==> src/rtl/multicycle_sequencer.sv <==
// multicycle_sequencer: instruction fetch, PC ownership and phase stepping for the multicycle RV32 datapath
module multicycle_sequencer #(
  parameter int              PC_W     = 32,
  parameter logic [PC_W-1:0] RESET_PC = '0,
  parameter int              EX_CYC   = 2,
  parameter int              WB_CYC   = 2
) (
  input  logic            clk,
  input  logic            rst_n,
  input  logic [31:0]     instr_rdata,
  input  logic            instr_valid,
  input  logic            alu_zero,
  input  logic            mem_ready,
  output logic [3:0]      estado,
  output logic            instr_req,
  output logic [PC_W-1:0] pc,
  output logic [2:0]      tipo,
  output logic [2:0]      funct3,
  output logic [6:0]      funct7,
  output logic [4:0]      rd,
  output logic [4:0]      rs1,
  output logic [4:0]      rs2,
  output logic            retire,
  output logic            illegal
);
  typedef enum logic [3:0] {
    FETCH     = 4'b0000,
    DECODE    = 4'b0001,
    EXECUTE   = 4'b0010,
    MEMORY    = 4'b0011,
    WRITEBACK = 4'b1111,
    TRAP      = 4'b1110
  } state_e;
  localparam logic [6:0] OP_IMM  = 7'b0010011;
  localparam logic [6:0] OP_LOAD = 7'b0000011;
  localparam logic [6:0] OP_REG  = 7'b0110011;
  localparam logic [6:0] OP_BR   = 7'b1100011;
  localparam logic [3:0] EX_LAST = 4'(EX_CYC - 1);
  localparam logic [3:0] WB_LAST = 4'(WB_CYC - 1);
  state_e          state_q;
  logic [3:0]      cnt_q;
  logic [31:0]     ir_q;
  logic [PC_W-1:0] pc_q, pc_d, imm_b;
  logic            taken_q, retire_q, illegal_q, legal, branch_taken;
  always_comb begin
    legal        = ir_q[6:0] inside {OP_IMM, OP_LOAD, OP_REG, OP_BR};
    imm_b        = {{(PC_W-12){ir_q[31]}}, ir_q[7], ir_q[30:25], ir_q[11:8], 1'b0};
    branch_taken = (ir_q[14:12] == 3'b000) ? alu_zero : (ir_q[14:12] == 3'b001) ? ~alu_zero : 1'b0;
    pc_d         = taken_q ? pc_q + imm_b : pc_q + PC_W'(4);
  end
  always_ff @(posedge clk) begin
    if (!rst_n) begin
      state_q   <= FETCH;
      pc_q      <= RESET_PC;
      ir_q      <= 32'h0000_0013;
      cnt_q     <= '0;
      taken_q   <= 1'b0;
      retire_q  <= 1'b0;
      illegal_q <= 1'b0;
    end else begin
      retire_q <= 1'b0;
      case (state_q)
        FETCH: if (instr_valid) begin
          ir_q    <= instr_rdata;
          state_q <= DECODE;
        end
        DECODE: begin
          cnt_q     <= '0;
          state_q   <= legal ? EXECUTE : TRAP;
          illegal_q <= ~legal;
        end
        EXECUTE: if (cnt_q == EX_LAST) begin
          cnt_q   <= '0;
          taken_q <= (ir_q[6:0] == OP_BR) & branch_taken;
          state_q <= (ir_q[6:0] == OP_LOAD) ? MEMORY : WRITEBACK;
        end else begin
          cnt_q <= cnt_q + 4'd1;
        end
        MEMORY: if (mem_ready) state_q <= WRITEBACK;
        WRITEBACK: if (cnt_q == WB_LAST) begin
          // retire pulse lands in the FETCH cycle that follows the last writeback cycle
          cnt_q    <= '0;
          pc_q     <= pc_d;
          taken_q  <= 1'b0;
          retire_q <= 1'b1;
          state_q  <= FETCH;
        end else begin
          cnt_q <= cnt_q + 4'd1;
        end
        TRAP: illegal_q <= 1'b1;
        default: state_q <= FETCH;
      endcase
    end
  end
  assign estado    = state_q;
  assign instr_req = state_q == FETCH;
  assign pc        = pc_q;
  assign tipo      = ir_q[6:4];
  assign funct3    = ir_q[14:12];
  assign funct7    = ir_q[31:25];
  assign rd        = ir_q[11:7];
  assign rs1       = ir_q[19:15];
  assign rs2       = ir_q[24:20];
  assign retire    = retire_q;
  assign illegal   = illegal_q;
endmodule

==> config.mk <==
export PLATFORM = sky130hd
export DESIGN_NAME = multicycle_sequencer
export DESIGN_NICKNAME = d
export VERILOG_FILES = /design/src/rtl/multicycle_sequencer.sv
export SDC_FILE = /design/constraint.sdc
export NUM_CORES = 1
export LEC_CHECK = 0
export CORE_UTILIZATION = 40
export DETAILED_ROUTE_END_ITERATION = 10
export HOLD_SLACK_MARGIN = 0.06
export PLACE_DENSITY_LB_ADDON = 0.1
export SYNTH_ARGS = -nofsm -noshare
export SYNTH_HDL_FRONTEND = slang
export SYNTH_SLANG_ARGS = --single-unit
export TNS_END_PERCENT = 1
==> constraint.sdc <==
create_clock -name clk -period 2.95 [get_ports clk]
set_clock_uncertainty 0.05 [all_clocks]
set_input_delay 0.295 -clock clk [delete_from_list [all_inputs] [get_ports clk]]
set_output_delay 0.295 -clock clk [all_outputs]
set_load 0.01 [all_outputs]
* Word level (Yosys, flattened, before mapping) *
Cells that the tools add are included.

storage, ports and cells
  bits in registers = 75
  input bits = 37
  word-level logic and storage cells = 58

cells by class
  $add $sub $neg = 3
  equal/unequal tests = 15
  mux-type cells = 17
  bitwise logic cells = 4
  reduce and logical (&&, ||, !) cells = 12

operator list
  operator                 number
  $add A32 B3 Y32 const B  1
  $add A32 B32 Y32         1
  $mux W32                 1
  $mux W4                  7
  $pmux W4 S6              1
  $eq A4 B1 Y1 const B     2
  $eq A4 B2 Y1 const B     2
  $eq A4 B4 Y1 const B     2
  $ne A2 B2 Y1 const B     4
  $pmux W4 S2              1
  $eq A7 B2 Y1 const B     1
  $eq A7 B5 Y1 const B     1
  $eq A7 B6 Y1 const B     1
  $eq A7 B7 Y1 const B     1
  $reduce_and A2 Y1        3
  $reduce_bool A2 Y1       3
  $mux W1                  5
  $reduce_and A5 Y1        1
  $add A4 B1 Y4 const B    1
  $logic_not A4 Y1         1
  $pmux W1 S2              2
  $reduce_bool A4 Y1       1
  $eq A3 B1 Y1 const B     1
  $logic_not A3 Y1         1
  4 further kinds          6

* Depth between registers and ports, before layout *
Gate-level depths: netlist of the first run.

  depth in word-level cells = 6
  depth in mapped cells = 12
  depth with buffers taken out = 11

* Least setup slack after synthesis of the first run *
OpenSTA, ideal clock, no wires.

  path type = register -> register
  from = register ir_q[31]
  to = register pc_q[27] (netlist: pc[27])
  arrival time = 2,775 ps
  required time = 2,775 ps
  setup slack = 1 ps
  stages on the path, launching flop included = 10
  period minus slack after synthesis = 2,949 ps
  cell sequence = dfxtp_1 ha_1 nand3_2 nor2_1 a2111oi_2 a41oi_2 a31o_4 a21o_1 a2111oi_4 nor3_1

on the way
  word-level cells in the longest chain between the ends = 2

RTL lines
  element                 line  source
  start, declared         42    logic [31:0] ir_q;
  start signal, assigned  64    ir_q <= instr_rdata;
  $add A32 B32 Y32        49    pc_d = taken_q ? pc_q + imm_b : pc_q + PC_W'(4);
  $mux W32                49
  end signal, assigned    83    pc_q <= pc_d;
  end, declared           43    logic [PC_W-1:0] pc_q, pc_d, imm_b;

No other way between the ends.
A chain may end at the register's enable or synchronous reset.

* Worst setup path after layout of the first run *
  from = register pc_q[1] (netlist: pc[1])
  to = register pc_q[27] (netlist: pc[27])

on the way
  word-level cells in the longest chain between the ends = 2

RTL lines
  element                                              line
  $add A32 B3 Y32 or $add A32 B32 Y32 (tied branches)  49
  $mux W32 *                                           49

Every way passes the cells marked *; elsewhere a longest branch is shown, timed or not.

==> flow_results.xml, run 1 <==
<?xml version="1.0" encoding="UTF-8"?>
<metrics>
  <group name="outcome">
    <metric name="outcome" unit="">finished, final reports clean</metric>
  </group>
  <group name="yosys">
    <metric name="synth-main-ff-cell" unit="">sky130_fd_sc_hd__dfxtp_1</metric>
    <metric name="synthMostInstantiatedCell" unit="">sky130_fd_sc_hd__nand2_1</metric>
    <metric name="postSynthAreaPerCell" unit="um2">7.54</metric>
    <metric name="synth_enable_flop_cells" unit="">0</metric>
    <metric name="synth-async-reset-ratio" unit="%">0</metric>
    <metric name="post-synth-top-area-cell" unit="">sky130_fd_sc_hd__dfxtp_1</metric>
    <metric name="synth_seq_area_share" unit="%">27.4</metric>
    <metric name="yosys_register_bits" unit="">73</metric>
    <metric name="synth.cell_area" unit="mm2">0.00534</metric>
    <metric name="netlist-cell-type-count" unit="">69</metric>
    <metric name="top_cells_by_area_synth" unit="">sky130_fd_sc_hd__dfxtp_1 (27%), sky130_fd_sc_hd__a21oi_1 (8.2%), sky130_fd_sc_hd__ha_1 (7.7%)</metric>
    <metric name="postSynthCellCount" unit="">708</metric>
    <metric name="mappedNetlistNets" unit="">779</metric>
    <metric name="synth_top_area_share" unit="%">27.4</metric>
    <metric name="synth_common_cells" unit="">sky130_fd_sc_hd__nand2_1 (108), sky130_fd_sc_hd__a21oi_1 (87), sky130_fd_sc_hd__dfxtp_1 (73)</metric>
    <metric name="yosysWarnings" unit="">0</metric>
  </group>
  <group name="global_route">
    <metric name="maximum_number_of_pins_on_one_net_before_global_route_repair" unit="">35</metric>
    <metric name="global_route_wire_length_before_repair" unit="mm">25.9</metric>
    <metric name="number_of_global_route_vias_before_repair" unit="">5202</metric>
    <metric name="grt_antenna_before_repair" unit="">0</metric>
    <metric name="gr-usage-all-layers" unit="%">23.2</metric>
    <metric name="global_route.overflow_total" unit="">0</metric>
  </group>
  <group name="sta">
    <metric name="timing.max_slew.rel_slack" unit="%">53.2</metric>
    <metric name="final-max-slew-violation-count" unit="">0</metric>
    <metric name="finalHoldViolations" unit="">0</metric>
    <metric name="final.min_clock_period" unit="ns">2.80</metric>
    <metric name="fin_crit_sh" unit="%">94.8</metric>
    <metric name="timing.final.ws_setup" unit="ns">0.154</metric>
    <metric name="timing.fmax" unit="GHz">0.358</metric>
    <metric name="timing_worst_slew_pin_value" unit="ns">0.701</metric>
    <metric name="setup-violations-final" unit="">0</metric>
  </group>
  <group name="cells_and_area">
    <metric name="multi_input_area" unit="mm2">0.00349</metric>
    <metric name="antenna-diode-count" unit="">0</metric>
    <metric name="layout.nets" unit="">858</metric>
    <metric name="proportion_of_layout_cells_with_a_drive_suffix_above_1" unit="%">8.71</metric>
    <metric name="finalNonFillerCells" unit="">964</metric>
    <metric name="storage_element_area" unit="mm2">0.00146</metric>
    <metric name="synthToLayoutAreaGrowth" unit="%">26.9</metric>
    <metric name="filler_cell_count" unit="">1214</metric>
  </group>
  <group name="worst_setup_path">
    <metric name="cp-startpoint" unit="">pc[1]</metric>
    <metric name="worstReg2RegStart" unit="">pc[1]</metric>
    <metric name="rrSetupSlack" unit="ns">0.15</metric>
    <metric name="critPathRequiredTime" unit="ns">3.12</metric>
    <metric name="critical_path_class" unit="">flop to flop</metric>
    <metric name="crit_fanout" unit="">6</metric>
    <metric name="worst-r2r-cell-count" unit="">11</metric>
    <metric name="worstPathArrival" unit="ns">2.97</metric>
    <metric name="setup.worst_path.start_class" unit="">flop</metric>
    <metric name="endpoint_kind" unit="">flop</metric>
  </group>
  <group name="placement">
    <metric name="dp.cells" unit="">947</metric>
    <metric name="port_buffers" unit="">102</metric>
    <metric name="post-place-ws" unit="ns">0.134</metric>
    <metric name="detailedPlacementHpwl" unit="mm">11.8</metric>
    <metric name="routabilityCongestion" unit="">0.855</metric>
  </group>
  <group name="route">
    <metric name="avgViaCountPerCell" unit="">5.66</metric>
    <metric name="initialDrtViolationCount" unit="">389</metric>
    <metric name="drtPass1Iterations" unit="">5</metric>
    <metric name="drt.antenna.violating_nets" unit="">0</metric>
    <metric name="routedWlPerCell" unit="um">16.5</metric>
    <metric name="detail_route.wirelength" unit="mm">15.9</metric>
    <metric name="routed-via-count" unit="">5454</metric>
    <metric name="remaining_drc_errors" unit="">0</metric>
  </group>
  <group name="worst_hold_path">
    <metric name="hold_path_startpoint" unit="">ir_q[24]</metric>
    <metric name="hold_class" unit="">flop to flop</metric>
    <metric name="min_delay_path_depth" unit="">2</metric>
  </group>
  <group name="floorplanning">
    <metric name="placeableCoreArea" unit="mm2">0.0128</metric>
    <metric name="die_area" unit="mm2">0.0138</metric>
    <metric name="core.rowCount" unit="">41</metric>
    <metric name="boundaryPins" unit="">104</metric>
    <metric name="height_of_the_chip" unit="um">117</metric>
    <metric name="fp.dieW" unit="um">117</metric>
    <metric name="initial_util" unit="%">41.6</metric>
  </group>
  <group name="clock_tree">
    <metric name="cts-htree-levels" unit="">3</metric>
    <metric name="clock_latency_of_the_later_clocked_register_in_the_worst_skew_pair" unit="ns">0.34</metric>
    <metric name="clock-root-buffer" unit="">sky130_fd_sc_hd__clkbuf_16</metric>
    <metric name="postCtsHoldBufs" unit="">0</metric>
    <metric name="cts_num_sinks" unit="">73</metric>
    <metric name="clk_path_buf_depth" unit="">2</metric>
    <metric name="cts_tree" unit="">built</metric>
    <metric name="cts.clk_slew.worst_paths" unit="ns">0.06</metric>
    <metric name="cts-buffers-inserted" unit="">9</metric>
  </group>
  <group name="power_and_ir_drop">
    <metric name="powerDensity" unit="mW/mm2">429</metric>
    <metric name="irDropWorstVdd" unit="mV">0.271</metric>
    <metric name="p_leak" unit="uW">0.00266</metric>
  </group>
  <group name="job">
    <metric name="maxCapViolations" unit="">0</metric>
  </group>
</metrics>
repair_timing:
| item | CTS | global route |
|---|---|---|
| resized for setup | 0 | 4 |
| setup buffers | 0 | 1 |
| endpoints found under the setup margin | 0 | 9 |
layout by cell type, fill, tap and decap left out, types with 5 or more instances in the layout:
cell type / instances
sky130_fd_sc_hd__inv_1: 10
sky130_fd_sc_hd__clkbuf_16: 9
sky130_fd_sc_hd__a31oi_1: 14
sky130_fd_sc_hd__ha_1: 33
sky130_fd_sc_hd__and3_1: 11
sky130_fd_sc_hd__a221oi_1: 6
sky130_fd_sc_hd__nor2_1: 62
sky130_fd_sc_hd__clkdlybuf4s50_1: 102
sky130_fd_sc_hd__a41oi_1: 5
sky130_fd_sc_hd__a211oi_1: 9
sky130_fd_sc_hd__a21oi_1: 86
sky130_fd_sc_hd__nand3_1: 22
sky130_fd_sc_hd__nand2b_1: 7
sky130_fd_sc_hd__o221ai_1: 6
sky130_fd_sc_hd__xor2_1: 7
sky130_fd_sc_hd__o21a_1: 7
sky130_fd_sc_hd__o22ai_1: 5
sky130_fd_sc_hd__or3_1: 5
sky130_fd_sc_hd__a21o_1: 12
sky130_fd_sc_hd__xnor2_1: 14
sky130_fd_sc_hd__dfxtp_1: 71
sky130_fd_sc_hd__and2_1: 8
sky130_fd_sc_hd__o21ai_0: 31
sky130_fd_sc_hd__buf_4: 30
sky130_fd_sc_hd__nand4_1: 10
sky130_fd_sc_hd__mux2_2: 5
sky130_fd_sc_hd__nor3_1: 15
sky130_fd_sc_hd__nand2_1: 108
final timing paths:
path              endpoint
setup / recovery    pc[27]
hold / removal    ir_q[24]
setup reg to reg    pc[27]
hold reg to reg   ir_q[24]
layout make-up:
| class | count | share of cell area, % |
|---|---|---|
| sequential | 73 | 21.6 |
| timing repair buffer | 132 | 18.4 |
| tap | 172 | 3.18 |
| clock inverter | 4 | 0.758 |
| clock buffer | 12 | 3.79 |
| multi-input combinational | 560 | 51.6 |
| inverter | 11 | 0.610 |
stage by stage:
step | instance area, um2 | hold slack (ns) | utilization, % | power [uW] | TNS (ns)
after floorplan | 5340 | 0.369 | - | 1540 | 0
after global placement | 6430 | 0.392 | 50.2 | 1770 | 0
after detailed placement | 6430 | 0.401 | 50.2 | 1780 | 0
after CTS | 6740 | 0.410 | 52.6 | 2940 | 0
after global routing | 6770 | 0.433 | 52.8 | 3060 | -0.00291
final | 6770 | 0.408 | 52.8 | 2910 | 0
critical path, cell delays in order (launching register included):
cell	delay, ns
sky130_fd_sc_hd__dfxtp_1	0.33
sky130_fd_sc_hd__ha_1	0.22
sky130_fd_sc_hd__inv_1	0.07
sky130_fd_sc_hd__fa_1	0.21
sky130_fd_sc_hd__nor2b_1	0.07
sky130_fd_sc_hd__o31a_1	0.30
sky130_fd_sc_hd__o21ai_1	0.25
sky130_fd_sc_hd__a41oi_2	0.23
sky130_fd_sc_hd__a31o_4	0.33
sky130_fd_sc_hd__a21o_1	0.21
sky130_fd_sc_hd__a2111oi_4	0.34
sky130_fd_sc_hd__nor3_1	0.08
flip-flops by register name (all words and copies together), names as in the netlist:
signal / count
pc: 31
ir_q: 32
cnt_q: 4
estado: 3
illegal: 1
retire: 1
taken_q: 1
logic make-up after synthesis:
kind of cell	count (synthesis)	share of synthesized area, %
AOI/OAI and AO/OA	216	26.1
xor gates and xnor gates	21	3.45
adders and majority gates	34	8.11
buffers and inverters	75	7.41
DFF	73	27.4
muxes	9	1.81
other	1	0.0703
and+or+nand+nor	279	25.7
where the power goes:
part	leakage, uW	switching, uW	internal [uW]	total [uW]
logic	0.00192	330	309	639
clock network	0.000149	443	702	1140
registers	0.000596	72.6	1050	1120
layer usage:
layer  vias up  GRT usage (%)  wire length, um
li1       2726              -                -
met1      2551           29.0             7020
met2       149           39.5             7750
met3        28           3.92              783
met4         0           9.05              362
met5         -              0                0
Power figures use the tool's default switching activity.
==> run 2: changes to the inputs <==
--- a/config.mk
+++ b/config.mk
@@ -5,6 +5,7 @@
 export SDC_FILE = /design/constraint.sdc
 export NUM_CORES = 1
 export LEC_CHECK = 0
+export ABC_AREA = 0
 export CORE_UTILIZATION = 40
 export DETAILED_ROUTE_END_ITERATION = 10
 export HOLD_SLACK_MARGIN = 0.06
==> results of run 2 <==
Same layout as run 1: the final DEF is identical, and so are final timing and power.
